$ cat config.mk
export PLATFORM = sky130hd
export DESIGN_NAME = menu_session_ctrl
export DESIGN_NICKNAME = d
export VERILOG_FILES = /design/src/rtl/menu_pkg.sv /design/src/rtl/menu_cursor.sv /design/src/rtl/menu_session_ctrl.sv
export SDC_FILE = /design/constraint.sdc
export NUM_CORES = 1
export LEC_CHECK = 0
export ABC_CLOCK_PERIOD_IN_PS = 2400
export BUFFER_PORTS_ARGS = -buffer_cell sky130_fd_sc_hd__buf_2
export CORE_MARGIN = 2
export CORE_UTILIZATION = 45
export CTS_CLUSTER_SIZE = 20
export DETAILED_ROUTE_END_ITERATION = 10
export PLACE_DENSITY = 0.83
export SLEW_MARGIN = 10
export SYNTH_ARGS = -nofsm -noshare
export SYNTH_HDL_FRONTEND = slang
export SYNTH_SLANG_ARGS = --single-unit
$ cat constraint.sdc
create_clock -name clk -period 2.4 [get_ports clk]
set_input_delay 0.12 -clock clk [delete_from_list [all_inputs] [get_ports clk]]
set_output_delay 0.12 -clock clk [all_outputs]
set_load 0.05 [all_outputs]
$ cat src/rtl/menu_pkg.sv
// Shared types and slice-offset helpers for the menu/game session controller.
package menu_pkg;

  // Session state: menu browsing, game reset/launch, play, and return to menu.
  typedef enum logic [1:0] {
    MENU   = 2'd0,
    LAUNCH = 2'd1,
    PLAY   = 2'd2,
    LEAVE  = 2'd3
  } state_t;

  // Bit offset of game idx inside the packed {R,G,B} video bus.
  function automatic int rgb_off(input int idx, input int rgb_w);
    return idx * 3 * rgb_w;
  endfunction

  // Bit offset of game idx inside the packed audio bus.
  function automatic int aud_off(input int idx, input int audio_w);
    return idx * audio_w;
  endfunction

endpackage

$ cat src/rtl/menu_cursor.sv
// Menu cursor: up/down/home navigation over NUM_GAMES entries with a
// saturate-or-wrap option; only moves while enabled.
module menu_cursor #(
  parameter int NUM_GAMES = 5,
  parameter int WRAP      = 0,
  parameter int IDX_W     = $clog2(NUM_GAMES)
) (
  input  logic             clk,
  input  logic             rst,
  input  logic             en,
  input  logic             key_up,
  input  logic             key_down,
  input  logic             key_home,
  output logic [IDX_W-1:0] cursor
);

  localparam logic [IDX_W-1:0] LAST = IDX_W'(NUM_GAMES - 1);

  // Cursor register; home wins over moves, up+down together cancel.
  always_ff @(posedge clk or negedge rst) begin
    if (!rst) begin
      // NOTE: state registers use non-blocking assignments so every flop
      // samples the pre-edge value, independent of statement order.
      cursor <= '0;
    end else if (en) begin
      if (key_home) begin
        cursor <= '0;
      end else if (key_up && !key_down) begin
        if (cursor == '0) cursor <= (WRAP != 0) ? LAST : '0;
        else              cursor <= cursor - 1'b1;
      end else if (key_down && !key_up) begin
        if (cursor == LAST) cursor <= (WRAP != 0) ? '0 : LAST;
        else                cursor <= cursor + 1'b1;
      end
    end
  end

endmodule

$ cat src/rtl/menu_session_ctrl.sv
// Top-level menu/game session controller: cursor, timed game reset and start
// pulse, exit handling, and registered video/audio output mux.
module menu_session_ctrl
  import menu_pkg::*;
#(
  parameter int NUM_GAMES  = 5,
  parameter int RGB_W      = 4,
  parameter int AUDIO_W    = 3,
  parameter int WRAP       = 0,
  parameter int RST_CYCLES = 16,
  parameter int IDX_W      = $clog2(NUM_GAMES)
) (
  input  logic                           clk,
  input  logic                           rst,
  input  logic                           key_up,
  input  logic                           key_down,
  input  logic                           key_enter,
  input  logic                           key_exit,
  input  logic [NUM_GAMES-1:0]           game_over,
  input  logic                           frame_start,
  input  logic [3*RGB_W-1:0]             menu_rgb,
  input  logic [NUM_GAMES*3*RGB_W-1:0]   game_rgb,
  input  logic [AUDIO_W-1:0]             menu_audio,
  input  logic [NUM_GAMES*AUDIO_W-1:0]   game_audio,
  output logic [IDX_W-1:0]               cursor,
  output logic [IDX_W-1:0]               active,
  output logic                           in_game,
  output logic [NUM_GAMES-1:0]           game_rst,
  output logic [NUM_GAMES-1:0]           game_start,
  output logic [3*RGB_W-1:0]             rgb_out,
  output logic [AUDIO_W-1:0]             audio_out
);

  localparam int RGB_BITS = 3 * RGB_W;
  localparam int CNT_W    = $clog2(RST_CYCLES + 1);
  localparam logic [NUM_GAMES-1:0] ONE_HOT0 = NUM_GAMES'(1);

  state_t                state;
  logic [CNT_W-1:0]      rst_cnt;
  logic                  cursor_en;
  logic [RGB_BITS-1:0]   game_pix;
  logic [AUDIO_W-1:0]    game_aud;
  logic                  game_over_act;

  // Cursor only moves while browsing; enter freezes it in its launch cycle.
  assign cursor_en = (state == MENU) && !key_enter;

  menu_cursor #(
    .NUM_GAMES (NUM_GAMES),
    .WRAP      (WRAP),
    .IDX_W     (IDX_W)
  ) u_cursor (
    .clk      (clk),
    .rst      (rst),
    .en       (cursor_en),
    .key_up   (key_up),
    .key_down (key_down),
    .key_home (key_exit),
    .cursor   (cursor)
  );

  // Select the active game's video, audio and game-over flag.
  always_comb begin
    // NOTE: defaults first so no path leaves a variable unassigned, which
    // would otherwise infer a latch.
    game_pix      = '0;
    game_aud      = '0;
    game_over_act = 1'b0;
    for (int i = 0; i < NUM_GAMES; i++) begin
      if (active == IDX_W'(i)) begin
        game_pix      = game_rgb[rgb_off(i, RGB_W) +: RGB_BITS];
        game_aud      = game_audio[aud_off(i, AUDIO_W) +: AUDIO_W];
        game_over_act = game_over[i];
      end
    end
  end

  // Session FSM with registered control outputs and output mux.
  always_ff @(posedge clk or negedge rst) begin
    if (!rst) begin
      state      <= MENU;
      rst_cnt    <= '0;
      active     <= '0;
      in_game    <= 1'b0;
      game_rst   <= '1;
      game_start <= '0;
      rgb_out    <= '0;
      audio_out  <= '0;
    end else begin
      game_start <= '0;
      case (state)
        MENU: begin
          rgb_out   <= menu_rgb;
          audio_out <= menu_audio;
          if (key_enter) begin
            active  <= cursor;
            rst_cnt <= CNT_W'(RST_CYCLES);
            state   <= LAUNCH;
          end
        end

        LAUNCH: begin
          rgb_out   <= menu_rgb;
          audio_out <= '0;
          if (rst_cnt != '0) begin
            // A frame_start during the last counted cycle is not taken.
            rst_cnt <= rst_cnt - 1'b1;
            if (rst_cnt == CNT_W'(1)) game_rst <= ~(ONE_HOT0 << active);
          end else if (frame_start) begin
            state      <= PLAY;
            in_game    <= 1'b1;
            game_start <= ONE_HOT0 << active;
          end
        end

        PLAY: begin
          rgb_out   <= game_pix;
          audio_out <= game_aud;
          if (key_exit || game_over_act) begin
            state    <= LEAVE;
            in_game  <= 1'b0;
            game_rst <= '1;
          end
        end

        LEAVE: begin
          rgb_out   <= game_pix;
          audio_out <= '0;
          if (frame_start) state <= MENU;
        end

        default: state <= MENU;
      endcase
    end
  end

endmodule

==> results of run 1 <==
routing by layer:
metal	vias to the layer above	track usage
met5	-	0
met4	0	0.0649
met3	15	0.0529
met2	109	0.387
met1	1166	0.330
li1	1116	-
registers in the layout (all words and copies together) (netlist names):
name / count
active: 3
audio_out: 3
game_rst: 5
game_start: 5
in_game: 1
rgb_out: 12
rst_cnt: 5
state: 2
u_cursor.cursor: 3
critical path, delay by kind of cell (launching register included):
family | cells | cell delay (ns)
AOI/OAI and AO/OA | 1 | 0.36
DFF | 1 | 0.62
muxes | 1 | 0.52
buffers and inverters | 1 | 0.24
and+or+nand+nor | 1 | 0.10
path summary, 6_finish.rpt:
path,start,to,slack (ns),cells past startpoint
max reg2reg,active[0],rgb_out[8],0.42,4
min,menu_rgb[11],rgb_out[11],0.03,3
max in group asynchronous,rst,game_start[0],1.36,2
min reg2reg,game_rst[4],game_rst[4],0.53,1
min in group asynchronous,rst,rgb_out[11],0.49,2
max,active[0],rgb_out[8],0.42,4
metrics by stage:
| step | util | total power [mW] | hold WS, ns |
|---|---|---|---|
| final | 0.619 | 4.79 | 0.0314 |
| after global routing | 0.619 | 5.11 | 0.0434 |
| after CTS | 0.619 | 4.80 | 0.0241 |
| after detailed placement | 0.593 | 4.15 | 0.284 |
| after global placement | 0.593 | 4.06 | 0.269 |
| after floorplan | - | 3.44 | -0.176 |
power breakdown:
group	leakage, nW	internal, mW	switching [mW]	total [mW]
Sequential	0.478	0.951	0.259	1.21
Clock	0.0654	0.416	0.227	0.643
Combinational	1.08	1.07	1.86	2.94
cell usage in the layout (no fill, tap or decap), types with 3 or more instances in the layout:
cell | netlist | final
buf_2 | 5 | 133
nor3_1 | 13 | 13
o21ai_0 | 13 | 13
a221oi_1 | 11 | 11
buf_4 | 0 | 4
nand2_1 | 12 | 12
a21oi_1 | 3 | 3
nor2_1 | 21 | 21
mux2_1 | 5 | 5
dfrtp_1 | 34 | 34
nand3_1 | 3 | 3
a22o_1 | 3 | 3
a31oi_1 | 3 | 3
a22oi_1 | 5 | 5
inv_1 | 17 | 17
dfstp_2 | 5 | 5
mux4_2 | 14 | 14
clkbuf_8 | 0 | 5
nand2b_1 | 4 | 4
nor2b_1 | 4 | 4
ha_1 | 11 | 11
repair_timing:
action	4_1_cts	5_1_grt
endpoints found under the hold margin	34	0
resized for setup	0	0
setup buffers	0	0
hold buffers	1	0
cell type report:
type                       count  area [um^2]  share of cell area
timing repair buffer         139          726               0.216
clock inverter                 2         60.1              0.0178
sequential                    39          982               0.292
clock buffer                   6         72.6              0.0216
inverter                      17         63.8              0.0190
tap                           72         90.1              0.0268
multi-input combinational    159         1370               0.408
cell families (layout without fill, tap and decap cells):
logic type      count (synthesis)  in the layout  synth area share
compound gates                 54             54             0.166
xor+xnor                        2              2           0.00703
fa+ha+maj                      11             11            0.0552
buf+inv                        31            164            0.0552
flops                          39             39             0.394
mux                            24             24             0.179
simple gates                   68             68             0.144
==> metrics.txt, run 1 <==
status completed; clock tree sinks 39; pin count of the biggest net entering global routing 40; Post-Layout Cell Count roughly 430; gpl congestion between 0.8 and 0.9; antenna violations before repair 0; # diodes 0; Mapped Area between 0.002 and 0.0025 mm^2; Routed Antenna Nets 0; hold crit path type in2reg; die width just under 80 um; Highest Signal Layer met4; Final Max Slew Viols 0; Synth Instances 229; synth cell count leaders dfrtp_1, nor2_1, inv_1; Worst-Margin Slew 0.874 ns; share of the synthesized area in the top cell type 0.341; Clock transition at path regs 0.08 ns; gr usage total 0.240; CP cell instances buf_12 > mux4_2 > a221oi_1 > nor2_1; pwr dens 1420 mW/mm^2; Worst-Skew Late Latency 0.29 ns; Yosys cell types 47; Site Rows 27; Syn Nets 342; vias in the first global route 2306; remaining routing DRC violations 0; most numerous cell in the Yosys netlist dfrtp_1; placed cells between 400 and 500; share of post-route cells with drive strength above 1 0.478; Max Cap Violations 0; CTS Buf Count 5; vias per cell roughly 5.5; leakage 1.62 nW; Worst EP arrival about 2.1 ns; crit path launch type flip-flop; H-tree depth 2; placed cell area 0.00322 mm^2; first-pass GRT wire length 11.3 mm; input/output buffers 133; VDD IR max 0.000759 V; Final period util 0.826; post-route setup slack 0.418 ns; M1 WL 2.91 mm; vias 2406; slowest CP cell dfrtp_1; CORE AREA between 0.005 and 0.006 mm^2; Worst Skew 0.00997 ns; sequential element share of the synthesized area 0.394; register bit total from synthesis 39; WL met2 3.72 mm; DR WL/cell between 15 and 20 um; root buf cell clkbuf_8; Avg Inst Size Synth 10.9 um^2; Area Growth Syn to Fin 35.1%; Hold Vio Cnt, Final 0; slew margin rel. 0.417; Worst Path Max Fanout 17; DRT iter0 DRCs 197; Async SR Flop Fraction 1.00; Clock Tree Buf Depth 2; Die Span Y 78.4 um; leading area contributor after synthesis dfrtp_1; GRT Residual Overflow 0; Worst Setup End Kind flip-flop; largest cells by area after synthesis dfrtp_1, mux4_2, ha_1, dfstp_2, a221oi_1; dpl ws 0.464 ns; fillers 463; Max Fclk just over 0.5 GHz; die area 0.00615 mm^2; max incr delay on CP 0.62 ns; synth warn 0; Worst EP required roughly 2.6 ns; Setup Viol. Count Final 0; Top Ports 134; setup_tns 0 ns; WL met3 592 um; CTS tree done; final std cell area, no fill 0.00337 mm^2; Post-synth EDFFs 0; detailed placement HPWL between 5 and 6 mm; Main synth FF type dfrtp_1; Pre-antenna DRT Iters 5; RSZ-0062 raised after global routing no; DRT Wirelength 7.35 mm; Initial Utilization 0.458; Critical Setup Path Class reg2reg; nets 474; Min Clock Period, post-route roughly 2.0 ns
Note: power is estimated with default switching activity, not from simulation.
==> run 2: changes to the inputs <==
- ABC_AREA: not set -> 1
- ABC_CLOCK_PERIOD_IN_PS: 2400 -> 1700
- CORE_UTILIZATION: 45 -> 41
- PLACE_DENSITY: 0.83 -> 0.8
- clock period: 2.4 -> 1.7 ns (I/O delays scaled with it)
==> metrics.txt, run 2 <==
status completed (unchanged); input/output buffers 133 (unchanged); Final Max Slew Viols 0 (unchanged); Crit Reg-Reg Startpoint state[0] (was active[0]); Main synth FF type dfrtp_1 (unchanged); RSZ-0062 raised after global routing yes (was no); remaining routing DRC violations 0 (unchanged); most numerous cell in the Yosys netlist nand2_1 (was dfrtp_1); placed cells 561 (was 425); Min Clock Period, post-route 1.58 ns (was 1.98 ns); reg-to-reg slack, setup 0.12 ns (was 0.42 ns); Post-synth EDFFs 0 (unchanged); Pwr Total 6.58 mW (was 4.79 mW); Compound-Gate Fraction of Synth Area 0.0723 (was 0.166); Reg2Reg Depth 10 (was 4); GRT Residual Overflow 0 (unchanged); Top Ports 134 (unchanged); antenna violations before repair 0 (unchanged); VDD IR max 0.00130 V (was 0.000759 V); Worst Skew 0.00870 ns (was 0.00997 ns); simple-gate portion of the synthesized area 0.404 (was 0.144); Core Util, Final 0.586 (was 0.619); max reg flops 12 (unchanged); post-synthesis adder-cell area fraction 0.0549 (was 0.0552); vias 2883 (was 2406); clock tree sinks 39 (unchanged); Initial Utilization 0.424 (was 0.458); Post-Layout Cell Count 575 (was 434); Hold Vio Cnt, Final 0 (unchanged); mux cell area share after synthesis 0 (was 0.179); # diodes 0 (unchanged); vias in the first global route 2578 (was 2306); main combinational cell family by area after synthesis simple AND/OR/NAND/NOR gates (was multiplexers); Mapped Area 0.00251 mm^2 (was 0.00249 mm^2); Hold WS 0.00795 ns (was 0.0314 ns); DRT Wirelength 7.62 mm (was 7.35 mm); Max Cap Violations 0 (unchanged); Die Span Y 82.2 um (was 78.4 um); Worst Path Max Fanout 10 (was 17); first-pass GRT wire length 11.4 mm (was 11.3 mm); Worst Setup SP state[0] (was active[0]); Reg with most FFs rgb_out (unchanged); detailed placement HPWL 5.82 mm (was 5.74 mm); commonest non-fill, non-tap cell in the layout nand2_1 (was buf_2); slew margin rel. 0.674 (was 0.417); Synth Instances 354 (was 229); Pre-antenna DRT Iters 6 (was 5); commonest non-fill, non-tap cells in the layout nand2_1, buf_2, nor2_1, dfrtp_1, inv_1 (was buf_2, dfrtp_1, nor2_1, inv_1, mux4_2); multi-input logic area 0.00135 mm^2 (was 0.00137 mm^2); pwr dens 1890 mW/mm^2 (was 1420 mW/mm^2); Avg Inst Size Synth 7.09 um^2 (was 10.9 um^2); Worst-Margin Slew 0.488 ns (was 0.874 ns); gr usage total 0.220 (was 0.240); die area 0.00676 mm^2 (was 0.00615 mm^2); synth warn 0 (unchanged); Worst EP arrival 1.81 ns (was 2.14 ns); Final period util 0.932 (was 0.826); Clock transition at path regs 0.08 ns (about the same); Post-Synth XOR/XNOR Area 0.00349 (was 0.00703); H-tree depth 2 (unchanged); Critical Path End state[0] (was rgb_out[8]); Worst Setup End Kind flip-flop (unchanged); Critical Setup Path Class reg2reg (unchanged); synth cell count leaders nand2_1, nor2_1, dfrtp_1 (was dfrtp_1, nor2_1, inv_1); crit path launch type flip-flop (unchanged); register bit total from synthesis 39 (unchanged); sequential cell area 985 um^2 (was 982 um^2); pin count of the biggest net entering global routing 22 (was 40); Area Growth Syn to Fin 38.4% (was 35.1%); FF-to-FF End state[0] (was rgb_out[8]); Worst Hold Launch menu_rgb[5] (was menu_rgb[11]); CORE AREA 0.00592 mm^2 (was 0.00544 mm^2); Clock Tree Buf Depth 2 (unchanged); leakage 1.89 nW (was 1.62 nW); sequential element share of the synthesized area 0.392 (was 0.394); Async SR Flop Fraction 1.00 (unchanged); Yosys cell types 32 (was 47); Routed Antenna Nets 0 (unchanged); CTS Buf Count 5 (unchanged); root buf cell clkbuf_8 (unchanged); DR WL/cell 13.3 um (was 16.9 um); vias per cell 5.01 (was 5.54); hold crit path type in2reg (unchanged); gpl congestion 0.878 (was 0.863); Setup Viol. Count Final 0 (unchanged); fillers 537 (was 463); largest cells by area after synthesis dfrtp_1, nand2_1, nor2_1, ha_1, dfstp_2 (was dfrtp_1, mux4_2, ha_1, dfstp_2, a221oi_1); share of the synthesized area in the top cell type 0.339 (was 0.341); die width 82.2 um (was 78.4 um); Max Fclk 0.631 GHz (was 0.504 GHz); Worst EP required 1.92 ns (was 2.56 ns); CTS tree done (unchanged); nets 612 (was 474); Site Rows 28 (was 27); Worst-Skew Late Latency 0.29 ns (about the same); leading area contributor after synthesis dfrtp_1 (unchanged); Syn Nets 467 (was 342); DRT iter0 DRCs 230 (was 197); share of post-route cells with drive strength above 1 0.374 (was 0.478)
run 2: cell types whose count changed in the layout (fill, tap and decap cells not counted), sizes merged, moves of 5 or more:
cell    previous run  this run
inv               17        28
o21ai             13        24
o22ai              0         6
nand3              3        18
mux4              15         0
mux2               8         0
nand2             12       140
a22oi              6         0
nor3              13         3
a221oi            11         0
nand4              1        18
buf              138       143
nor2              21        46
run 2: how the worst min path moves through the flow:
stage	slack, ns	cells past startpoint	to
3_3_place_gp	0.07	1	rgb_out[10]
6_report	0.008	3	rgb_out[5]
2_1_floorplan	-0.21	0	active[0]
4_1_cts	0.004	3	rgb_out[1]
5_1_grt	0.02	3	rgb_out[10]
3_5_place_dp	0.08	1	rgb_out[10]
run 2: repair_timing:
item | in CTS | in global routing
buffers inserted | 0 | 2
gates resized for setup | 0 | 10
endpoints found under the setup margin | 0 | 23
endpoints found under the hold margin | 14 | 0
hold buffers | 2 | 0
run 2: area by class of cell:
class,count,share of cell area
Timing Repair Buffer,145,0.226
Inverter,31,0.0364
Multi-Input combinational cell,275,0.390
Clock buffer,5,0.0198
Sequential cell,39,0.284
Tap cell,75,0.0270
Timing Repair inverter,2,0.00432
Clock inverter,3,0.0126
run 2: cell families (layout without fill, tap and decap cells):
family | count (synthesis) | count (layout)
fa+ha+maj | 11 | 11
simple gates | 230 | 230
compound gates | 33 | 33
xor+xnor | 1 | 1
buf+inv | 40 | 186
flops | 39 | 39
run 2: power breakdown:
group	internal, mW	switching (mW)
Sequential	1.36	0.245
Combinational	1.23	2.97
Clock	0.437	0.337
run 2: critical path, cell delays in order, from the launching register on:
cell	delay, ns
dfrtp_1	0.42
inv_1	0.11
ha_2	0.23
clkinv_1	0.16
nor2_1	0.12
nand2_1	0.07
inv_2	0.06
nand2_4	0.10
nand2_2	0.12
nand2_1	0.07
o21ai_2	0.06
run 2: metal layers:
layer,track usage,routed length [um],vias up
li1,-,-,1424
met1,0.281,3090,1312
met2,0.364,3780,136
met3,0.0348,610,11
met4,0.105,143,0
met5,0,0,-
run 2: per-stage QoR:
step | setup slack (ns) | setup TNS [ns] | cell area [um^2]
after floorplan | 0.0104 | 0 | 2510
after global placement | 0.156 | 0 | 3280
after detailed placement | 0.0917 | 0 | 3280
after CTS | 0.0712 | 0 | 3410
after global routing | -0.0147 | -0.0226 | 3470
final | 0.115 | 0 | 3470
